<file path="src/rtl/bcd_pkg.sv">
// -----------------------------------------------------------------------------
// bcd_pkg
// Shared definitions for the 4-digit BCD counter slice: the BCD digit type,
// its legal bounds and a clamp helper that forces any nibble into 0..9.
// -----------------------------------------------------------------------------
package bcd_pkg;

  typedef logic [3:0] bcd_digit_t;

  localparam bcd_digit_t BCD_MAX = 4'd9;
  localparam bcd_digit_t BCD_MIN = 4'd0;

  // Nibbles above 9 are not BCD; they saturate to 9 rather than wrapping.
  function automatic bcd_digit_t bcd_clamp(input logic [3:0] nibble);
    bcd_digit_t v_out;
    if (nibble > BCD_MAX) begin
      v_out = BCD_MAX;
    end else begin
      v_out = nibble;
    end
    return v_out;
  endfunction

endpackage

</file>
<file path="src/rtl/bcd_digit.sv">
// -----------------------------------------------------------------------------
// bcd_digit
// One BCD digit of the ripple chain. Holds a registered digit in 0..9 and
// produces a combinational carry (up) / borrow (down) for the next digit.
//
// Ports:
//   clk        system clock, rising edge
//   rst        asynchronous, active-high reset (digit -> 0)
//   i_step     advance this digit by one in direction i_dir
//   i_dir      1 = up, 0 = down
//   i_load     synchronous parallel load (clamped to 9)
//   i_clear    synchronous clear to 0 (wins over load and step)
//   i_load_val raw nibble to load
//   o_digit    registered BCD digit
//   o_carry    i_step & (up ? digit==9 : digit==0)
// -----------------------------------------------------------------------------
module bcd_digit
  import bcd_pkg::*;
(
  input  logic       clk,
  input  logic       rst,
  input  logic       i_step,
  input  logic       i_dir,
  input  logic       i_load,
  input  logic       i_clear,
  input  logic [3:0] i_load_val,
  output bcd_digit_t o_digit,
  output logic       o_carry
);

  bcd_digit_t r_digit;
  bcd_digit_t w_next;

  // Carry/borrow fires only when this digit rolls over on a step.
  assign o_carry = i_step & (i_dir ? (r_digit == BCD_MAX) : (r_digit == BCD_MIN));
  assign o_digit = r_digit;

  // Next digit value for a count step; out-of-range values fold back into 0..9.
  always_comb begin
    w_next = r_digit;
    if (i_step) begin
      if (i_dir) begin
        if (r_digit >= BCD_MAX) begin
          w_next = BCD_MIN;
        end else begin
          w_next = r_digit + 4'd1;
        end
      end else begin
        if ((r_digit == BCD_MIN) || (r_digit > BCD_MAX)) begin
          w_next = BCD_MAX;
        end else begin
          w_next = r_digit - 4'd1;
        end
      end
    end else begin
      w_next = r_digit;
    end
  end

  // Digit register: clear > load > step.
  always_ff @(posedge clk or posedge rst) begin
    if (rst) begin
      r_digit <= BCD_MIN;
    end else if (i_clear) begin
      r_digit <= BCD_MIN;
    end else if (i_load) begin
      r_digit <= bcd_clamp(i_load_val);
    end else begin
      r_digit <= w_next;
    end
  end

endmodule

</file>
<file path="src/rtl/bcd_counter_4digit.sv">
// -----------------------------------------------------------------------------
// bcd_counter_4digit
// Four-digit BCD up/down counter with programmable prescaler. Drives the
// d3..d0 BCD digit bus. Digits, tick and wrap all change one cycle after the
// clock edge on which the prescaler sits at its terminal count with en high.
//
// Ports:
//   clk       system clock, rising edge
//   rst       asynchronous, active-high reset
//   en        count/prescaler enable; low freezes prescaler and digits
//   up_dn     1 = count up, 0 = count down (sampled on the step cycle)
//   clear     synchronous clear to 0000 (highest priority)
//   load      synchronous parallel load of load_val, nibbles clamped to 9
//   load_val  {d3,d2,d1,d0} nibbles to load
//   d0..d3    registered BCD digits (ones .. thousands)
//   tick      one-cycle pulse per prescaler period
//   wrap      one-cycle pulse on 9999->0000 (up) or 0000->9999 (down)
// -----------------------------------------------------------------------------
module bcd_counter_4digit
  import bcd_pkg::*;
#(
  parameter int unsigned TICK_DIV = 100000000
) (
  input  logic        clk,
  input  logic        rst,
  input  logic        en,
  input  logic        up_dn,
  input  logic        clear,
  input  logic        load,
  input  logic [15:0] load_val,
  output logic [3:0]  d0,
  output logic [3:0]  d1,
  output logic [3:0]  d2,
  output logic [3:0]  d3,
  output logic        tick,
  output logic        wrap
);

  localparam int unsigned   PW         = (TICK_DIV > 1) ? $clog2(TICK_DIV) : 1;
  localparam logic [PW-1:0] PRESC_TERM = PW'(TICK_DIV - 1);

  logic [PW-1:0] r_presc;
  logic          r_tick;
  logic          r_wrap;
  logic          w_term;
  logic [3:0]    w_step;
  logic [3:0]    w_carry;
  bcd_digit_t    w_digit [4];

  // Terminal count of the prescaler is the step strobe for the whole chain.
  assign w_term = en & (r_presc == PRESC_TERM);

  // Digit 0 steps on the terminal count; each higher digit steps on the
  // carry/borrow of the one below, so the full ripple settles in one cycle.
  assign w_step = {w_carry[2:0], w_term};

  for (genvar g = 0; g < 4; g++) begin : g_digit
    bcd_digit u_digit (
      .clk        (clk),
      .rst        (rst),
      .i_step     (w_step[g]),
      .i_dir      (up_dn),
      .i_load     (load),
      .i_clear    (clear),
      .i_load_val (load_val[4*g +: 4]),
      .o_digit    (w_digit[g]),
      .o_carry    (w_carry[g])
    );
  end

  // Prescaler and pulse registers; clear and load restart the period.
  always_ff @(posedge clk or posedge rst) begin
    if (rst) begin
      r_presc <= '0;
      r_tick  <= 1'b0;
      r_wrap  <= 1'b0;
    end else if (clear || load) begin
      r_presc <= '0;
      r_tick  <= 1'b0;
      r_wrap  <= 1'b0;
    end else begin
      r_tick <= w_term;
      // Carry out of the top digit already includes the step strobe.
      r_wrap <= w_carry[3];
      if (w_term) begin
        r_presc <= '0;
      end else if (en) begin
        r_presc <= r_presc + PW'(1);
      end else begin
        r_presc <= r_presc;
      end
    end
  end

  assign d0   = w_digit[0];
  assign d1   = w_digit[1];
  assign d2   = w_digit[2];
  assign d3   = w_digit[3];
  assign tick = r_tick;
  assign wrap = r_wrap;

endmodule

</file>
<file path="config.mk">
export PLATFORM = sky130hd
export DESIGN_NAME = bcd_counter_4digit
export DESIGN_NICKNAME = d
export VERILOG_FILES = /design/src/rtl/bcd_pkg.sv /design/src/rtl/bcd_digit.sv /design/src/rtl/bcd_counter_4digit.sv
export SDC_FILE = /design/constraint.sdc
export NUM_CORES = 1
export LEC_CHECK = 0
export ABC_AREA = 1
export CAP_MARGIN = 10
export CORE_MARGIN = 2
export CORE_UTILIZATION = 30
export DETAILED_ROUTE_END_ITERATION = 7
export GPL_ROUTABILITY_DRIVEN = 0
export PLACE_DENSITY = 0.5
export SLEW_MARGIN = 20
export SYNTH_ARGS = -nofsm -noshare
export SYNTH_HDL_FRONTEND = slang
export SYNTH_SLANG_ARGS = --single-unit
</file>
<file path="constraint.sdc">
create_clock -name clk -period 1.87 [get_ports clk]
set_input_delay 0.374 -clock clk [delete_from_list [all_inputs] [get_ports clk]]
set_output_delay 0.374 -clock clk [all_outputs]
set_load 0.1 [all_outputs]
</file>
# [Word level (Yosys, flattened, before mapping)]
# Cells that the tools add are included.
[op_classes] bitwise_logic=5 reduce_logical=14 div_mod_pow=0 n_addsub=9 muxes=37 n_mul=0 shifts=0 n_eq_ne=5 n_lt_le_gt_ge=12
[ops] operator="$mux 4" count=28
[ops] operator="$mux 27" count=3
[ops] operator="$gt 4x4->1 const B" count=8
[ops] operator="$add 27x1->27 const B" count=1
[ops] operator="$eq 27x27->1 const B" count=1
[ops] operator="$add 4x1->4 const B" count=4
[ops] operator="$eq 4x4->1 const B" count=4
[ops] operator="$ge 4x4->1 const B" count=4
[ops] operator="$logic_not 4->1" count=4
[ops] operator="$sub 4x1->4 const B" count=4
[ops] operator="$reduce_bool 3->1" count=5
[ops] operator="$mux 1" count=6
[ops] operator="$and 1x1->1" count=5
[ops] operator="$logic_or 1x1->1" count=5
[word_totals] romBits=0 ramBits=0 inputBits=22 elab_cells=89 regBits=45 output_inout_bits=18 latchBits=0 n_memories=0

# [Logic depth before layout (Yosys ltp)]
# Gate-level depths: netlist of the first run.
[depth] depth_word=8 ltp_mapped=12 ltp_nobuf=12

# [By module]
# From an unflattened synthesis of the first run, not the netlist that was laid out.
[hier_totals] hier_cells=621 area_unflattened_um2=3822.4
[by_module_without_submodules] module="bcd_counter_4digit" instances=1 area_each_um2=1970.6 seq_area_each_um2=725.7 cells_each=297
[by_module_without_submodules] module="bcd_digit" instances=4 area_each_um2=462.9 seq_area_each_um2=100.1 cells_each=81

# [Worst setup path before layout of the first run]
# No wires, ideal clock.
[synth_timing] path_kind="reg-to-reg" startpoint="register g_digit[1].u_digit.r_digit[0]" endpoint="register g_digit[1].u_digit.r_digit[0]" path_slack_ns=-0.306 period_less_slack_ns=2.176 arrival_time_ns=2.063 required_time_ns=1.757 path_stages_with_launch=11 path_cell_list="dfrtp_1 inv_1 ha_1 nand2_1 nand2_1 nand2_1 o21ai_0 nand3_1 nand3_1 nand2_1 inv_1"
[synth_between] elab_chain_cells=7 elab_cells_between_ends=12
[synth_rtl] element="start: declaration" line="bcd_digit.sv:31" text="bcd_digit_t r_digit;"
[synth_rtl] element="start signal: assignment" line="bcd_digit.sv:67" text="r_digit <= bcd_clamp(i_load_val);"
[synth_rtl] element="start signal: assignment" line="bcd_digit.sv:69" text="r_digit <= w_next;"
[synth_rtl] element="$gt 4x4->1 / $logic_not 4->1 (equally long branches)" line="bcd_digit.sv:49" text="if ((r_digit == BCD_MIN) || (r_digit > BCD_MAX)) begin"
[synth_rtl] element="$logic_or 1x1->1" line="bcd_digit.sv:49"
[synth_rtl] element="$mux 4" line="bcd_digit.sv:49"
[synth_rtl] element="$mux 4 *" line="bcd_digit.sv:42" text="if (i_dir) begin"
[synth_rtl] element="$mux 4 *" line="bcd_digit.sv:41" text="if (i_step) begin"
[synth_rtl] element="$mux 4 *" line="bcd_digit.sv:66" text="end else if (i_load) begin"
[synth_rtl] element="$mux 4 *" line="bcd_digit.sv:64" text="end else if (i_clear) begin"
# Every way passes the cells marked *; elsewhere a longest branch is shown, timed or not. The select of a mux whose other input is x is not followed.
# A chain may end at the register's enable or synchronous reset.

# [Worst setup path in the final report of the first run]
[layout_timing] startpoint="input up_dn" endpoint="register g_digit[3].u_digit.r_digit[2]"
[layout_between] elab_chain_cells=5 elab_cells_between_ends=11
[layout_rtl] element="start: declaration" line="bcd_counter_4digit.sv:27" text="input logic up_dn,"
[layout_rtl] element="$mux 1" line="bcd_digit.sv:35" text="assign o_carry = i_step & (i_dir ? (r_digit == BCD_MAX) : (r_digit == BCD_MIN));"
[layout_rtl] element="$and 1x1->1 (3 in series)" line="bcd_digit.sv:35"
[layout_rtl] element="$reduce_bool 3->1 (no source line)"
[layout_rtl] element="end signal: assignment" line="bcd_digit.sv:67"
[layout_rtl] element="end signal: assignment" line="bcd_digit.sv:69"
[layout_rtl] element="end: declaration" line="bcd_digit.sv:31"
# Parallel ways exist; a longest one is shown, timed or not. The select of a mux whose other input is x is not followed.

==> metrics.txt, run 1 <==
routed vias=about 3500; antenna diode count=0; Tmin final=roughly 1800 ps; Post-Synthesis Cells=527; sequential fraction of design power=0.354; nets=630; WHS=between 300 and 400 ps; Die Wd=roughly 110 µm; Max VDD drop=around 0.37 mV; FF+latch count, synth=45; hold_buf cts=0; Max-cap violations=0; most frequent cells in the layout=nand2_1, nand3_1, nor2_1, inv_1, buf_4; final instance area=0.004672 mm²; Util after Layout=0.4109; DRT Wirelength=9485 µm; Critical Path Start=up_dn; Vert. Die Dim=between 100 and 150 µm; Tot Pwr=3.066 mW; overall routing resource usage=0.1580; top area cells in the synthesized netlist=dfrtp_1, nand2_1, nand3_1; Slew @ Worst Pin=approximately 470 ps; latest clock arrival within the worst-skew pair=~290 ps; Syn. warnings=0; final worst slack=around 110 ps; CTS clock-pin slew for the worst setup and hold paths=roughly 60 ps; Synth async-reset ratio=1.000; initial drt markers=around 210; CP max stage cell=clkdlybuf4s50_1; Worst setup EP type=flip-flop; prevailing post-synth register cell=dfrtp_1; Clock power frac=0.310; Final Hold Vio Count=0; clk_skew=6.809 ps; Non-Filler Instances=roughly 740; setup tns final=0 ps; critical path class=in2reg; fmax=approximately 0.57 GHz; first-pass GRT wire length=~16000 µm; status=complete, no violations; Mapped Area=roughly 0.0035 mm²; Root Buffer Master=clkbuf_16; commonest non-fill, non-tap cell in the layout=nand2_1; I/O pins=40; dpl hpwl=between 7000 and 8000 µm; critical path cell sequence=clkdlybuf4s50_1, clkinv_1, buf_4, buf_4, o21ai_0, nand3b_1, nand2_1, nand2_1, nand2_1; Die ar.=0.01248 mm²; P per Cell Area=656.3 mW/mm²; DP Worst Slack=-62.88 ps; post-route ant nets=0; Seq/Total Area, Yosys=0.3236; Post-route DRC=0; cell family with most CP delay=buffers and inverters; CP Launch Type=primary input; Switching Share=0.3550; Slew headroom=0.6847; Initial Utilization=0.3060; # port buffers=39; syn_nets=about 560; CP bufs+invs=4; initial antenna violation count=0; area grow syn2layout=34.27%; Post-synth EDFFs=0; worst min path class=in2async; vias per std cell=around 4.8; Crit path arrival time=around 1900 ps; wire length per cell=12.83 µm; register area=approximately 0.0011 mm²; crit-path most repeated cell=nand2_1; area post-placement=approximately 0.0045 mm²; Clock Tree Buf Depth=2; Multi-input gate area=approximately 0.0021 mm²; Worst EP required=between 2000 and 2500 ps; clock sinks=45; # setup viols final=0; leading area contributor after synthesis=dfrtp_1; final worst path period share=0.9405; Netlist cell types=38; core area=0.01137 mm²; number of clock buffers inserted by TritonCTS=5; Critical Path Fanout Max=8; Inst Count DP=roughly 730; layout cell share with drive strength beyond 1=0.1745; Yosys top cell area share=0.3236; synthesized area per cell=6.603 µm²; total gr overflow=0; drt first pass iters=4; worst reg2reg path startpoint=g_digit[0].u_digit.o_digit[0]$_DFFE_PP0P_; Static Leak=2.138 nW; pin count of the biggest net entering global routing=22; P_int=slightly below 2 mW; CTS H-tree depth=2; largest stage delay on the critical path=670 ps; CTS tree=done; switching power=between 1 and 1.5 mW; FILL cells=~1200; Slew Viols, Final=0; Rows=39; vias in the first global route=around 3400; combinational share of power=0.336; RSZ-0062 raised after global routing=true
## final timing paths
| check | end | slack (ps) | cells after the start |
|---|---|---|---|
| worst min-delay path | g_digit[2].u_digit.o_digit[0]$_DFFE_PP0P_ | 380 | 2 |
| max in group asynchronous | g_digit[0].u_digit.o_digit[2]$_DFFE_PP0P_ | 1000 | 3 |
| worst min register to register | r_presc[24]$_DFFE_PP0P_ | 490 | 2 |
| worst max register to register | g_digit[1].u_digit.o_digit[0]$_DFFE_PP0P_ | 150 | 9 |
| min in group clk | r_presc[24]$_DFFE_PP0P_ | 490 | 2 |
| worst max-delay path | g_digit[3].u_digit.o_digit[2]$_DFFE_PP0P_ | 110 | 9 |
## per-layer routing
metal  vias to the layer above  track usage  part of all wire
met5                         -            0                 0
met4                         0      0.04115             0.012
met3                         7      0.01960             0.033
met2                        63       0.2574              0.45
met1                      1626       0.2228              0.50
li1                       1838            -                 -
## layout make-up
type,instances,share of cell area
Tap cell,143,0.03830
Clock inverter,1,0.001071
Clock buffer,7,0.03267
Inverter,59,0.04794
Sequential cell,45,0.2453
Timing Repair Buffer,73,0.1821
Multi-Input combinational cell,411,0.4526
## power by group through the flow
stage / logic, mW / registers, mW / clock network, mW
6_report: 1.03 / 1.09 / 0.951
5_1_grt: 1.12 / 1.09 / 1.01
4_1_cts: 1.02 / 1.08 / 0.988
3_5_place_dp: 1.01 / 1.10 / 0
3_3_place_gp: 1.01 / 1.10 / 0
2_1_floorplan: 0.396 / 1.33 / 0
## synthesized netlist by cell type, types with 2 or more instances
cell type / instances
xor2_1: 15
a21oi_1: 19
nor2_2: 4
o21ai_1: 2
clkbuf_1: 2
nand2_2: 5
nand3_1: 63
nor3_1: 11
inv_1: 54
nand2_1: 161
inv_2: 3
ha_1: 13
buf_2: 7
dfrtp_1: 45
nor2_4: 3
buf_4: 2
a21o_1: 2
o21ai_0: 29
nand4_1: 12
mux2i_1: 2
nor2_1: 56
## worst reg2reg max path: cells and delay by family (launching register included)
| kind | cells | cell delay [ps] |
|---|---|---|
| adders and majority gates | 1 | 200 |
| and+or+nand+nor | 5 | 600 |
| muxes | 1 | 270 |
| buffers and inverters | 2 | 160 |
| DFF | 1 | 400 |
## cell families after synthesis
kind of cell / after synthesis / synth area share
AO/OA/AOI/OAI: 57 / 0.08954
buffers and inverters: 71 / 0.08414
XOR/XNOR: 16 / 0.04027
multiplexers: 2 / 0.005754
AND/OR/NAND/NOR: 323 / 0.4099
adder cells (fa/ha/maj): 13 / 0.04675
flip-flops: 45 / 0.3236
## timing repair
action / in CTS / in global routing
setup buffers: 0 / 0
resized for setup: 0 / 12
endpoints found under the setup margin: 0 / 11
## sequential cells by signal, indices dropped and copies added (netlist names)
register                 count
r_presc                     27
g_digit.u_digit.o_digit     16
tick                         1
wrap                         1
Note: power is estimated with default switching activity, not from simulation.
==> inputs of run 2 (changes only) <==
--- a/config.mk
+++ b/config.mk
@@ -10,8 +10,9 @@
 export CORE_MARGIN = 2
 export CORE_UTILIZATION = 30
 export DETAILED_ROUTE_END_ITERATION = 7
-export GPL_ROUTABILITY_DRIVEN = 0
+export GPL_ROUTABILITY_DRIVEN = 1
 export PLACE_DENSITY = 0.5
+export SKIP_CTS_REPAIR_TIMING = 1
 export SLEW_MARGIN = 20
 export SYNTH_ARGS = -nofsm -noshare
 export SYNTH_HDL_FRONTEND = slang
==> results of run 2 <==
The final DEF is identical to that of run 1; final timing and power are the same.
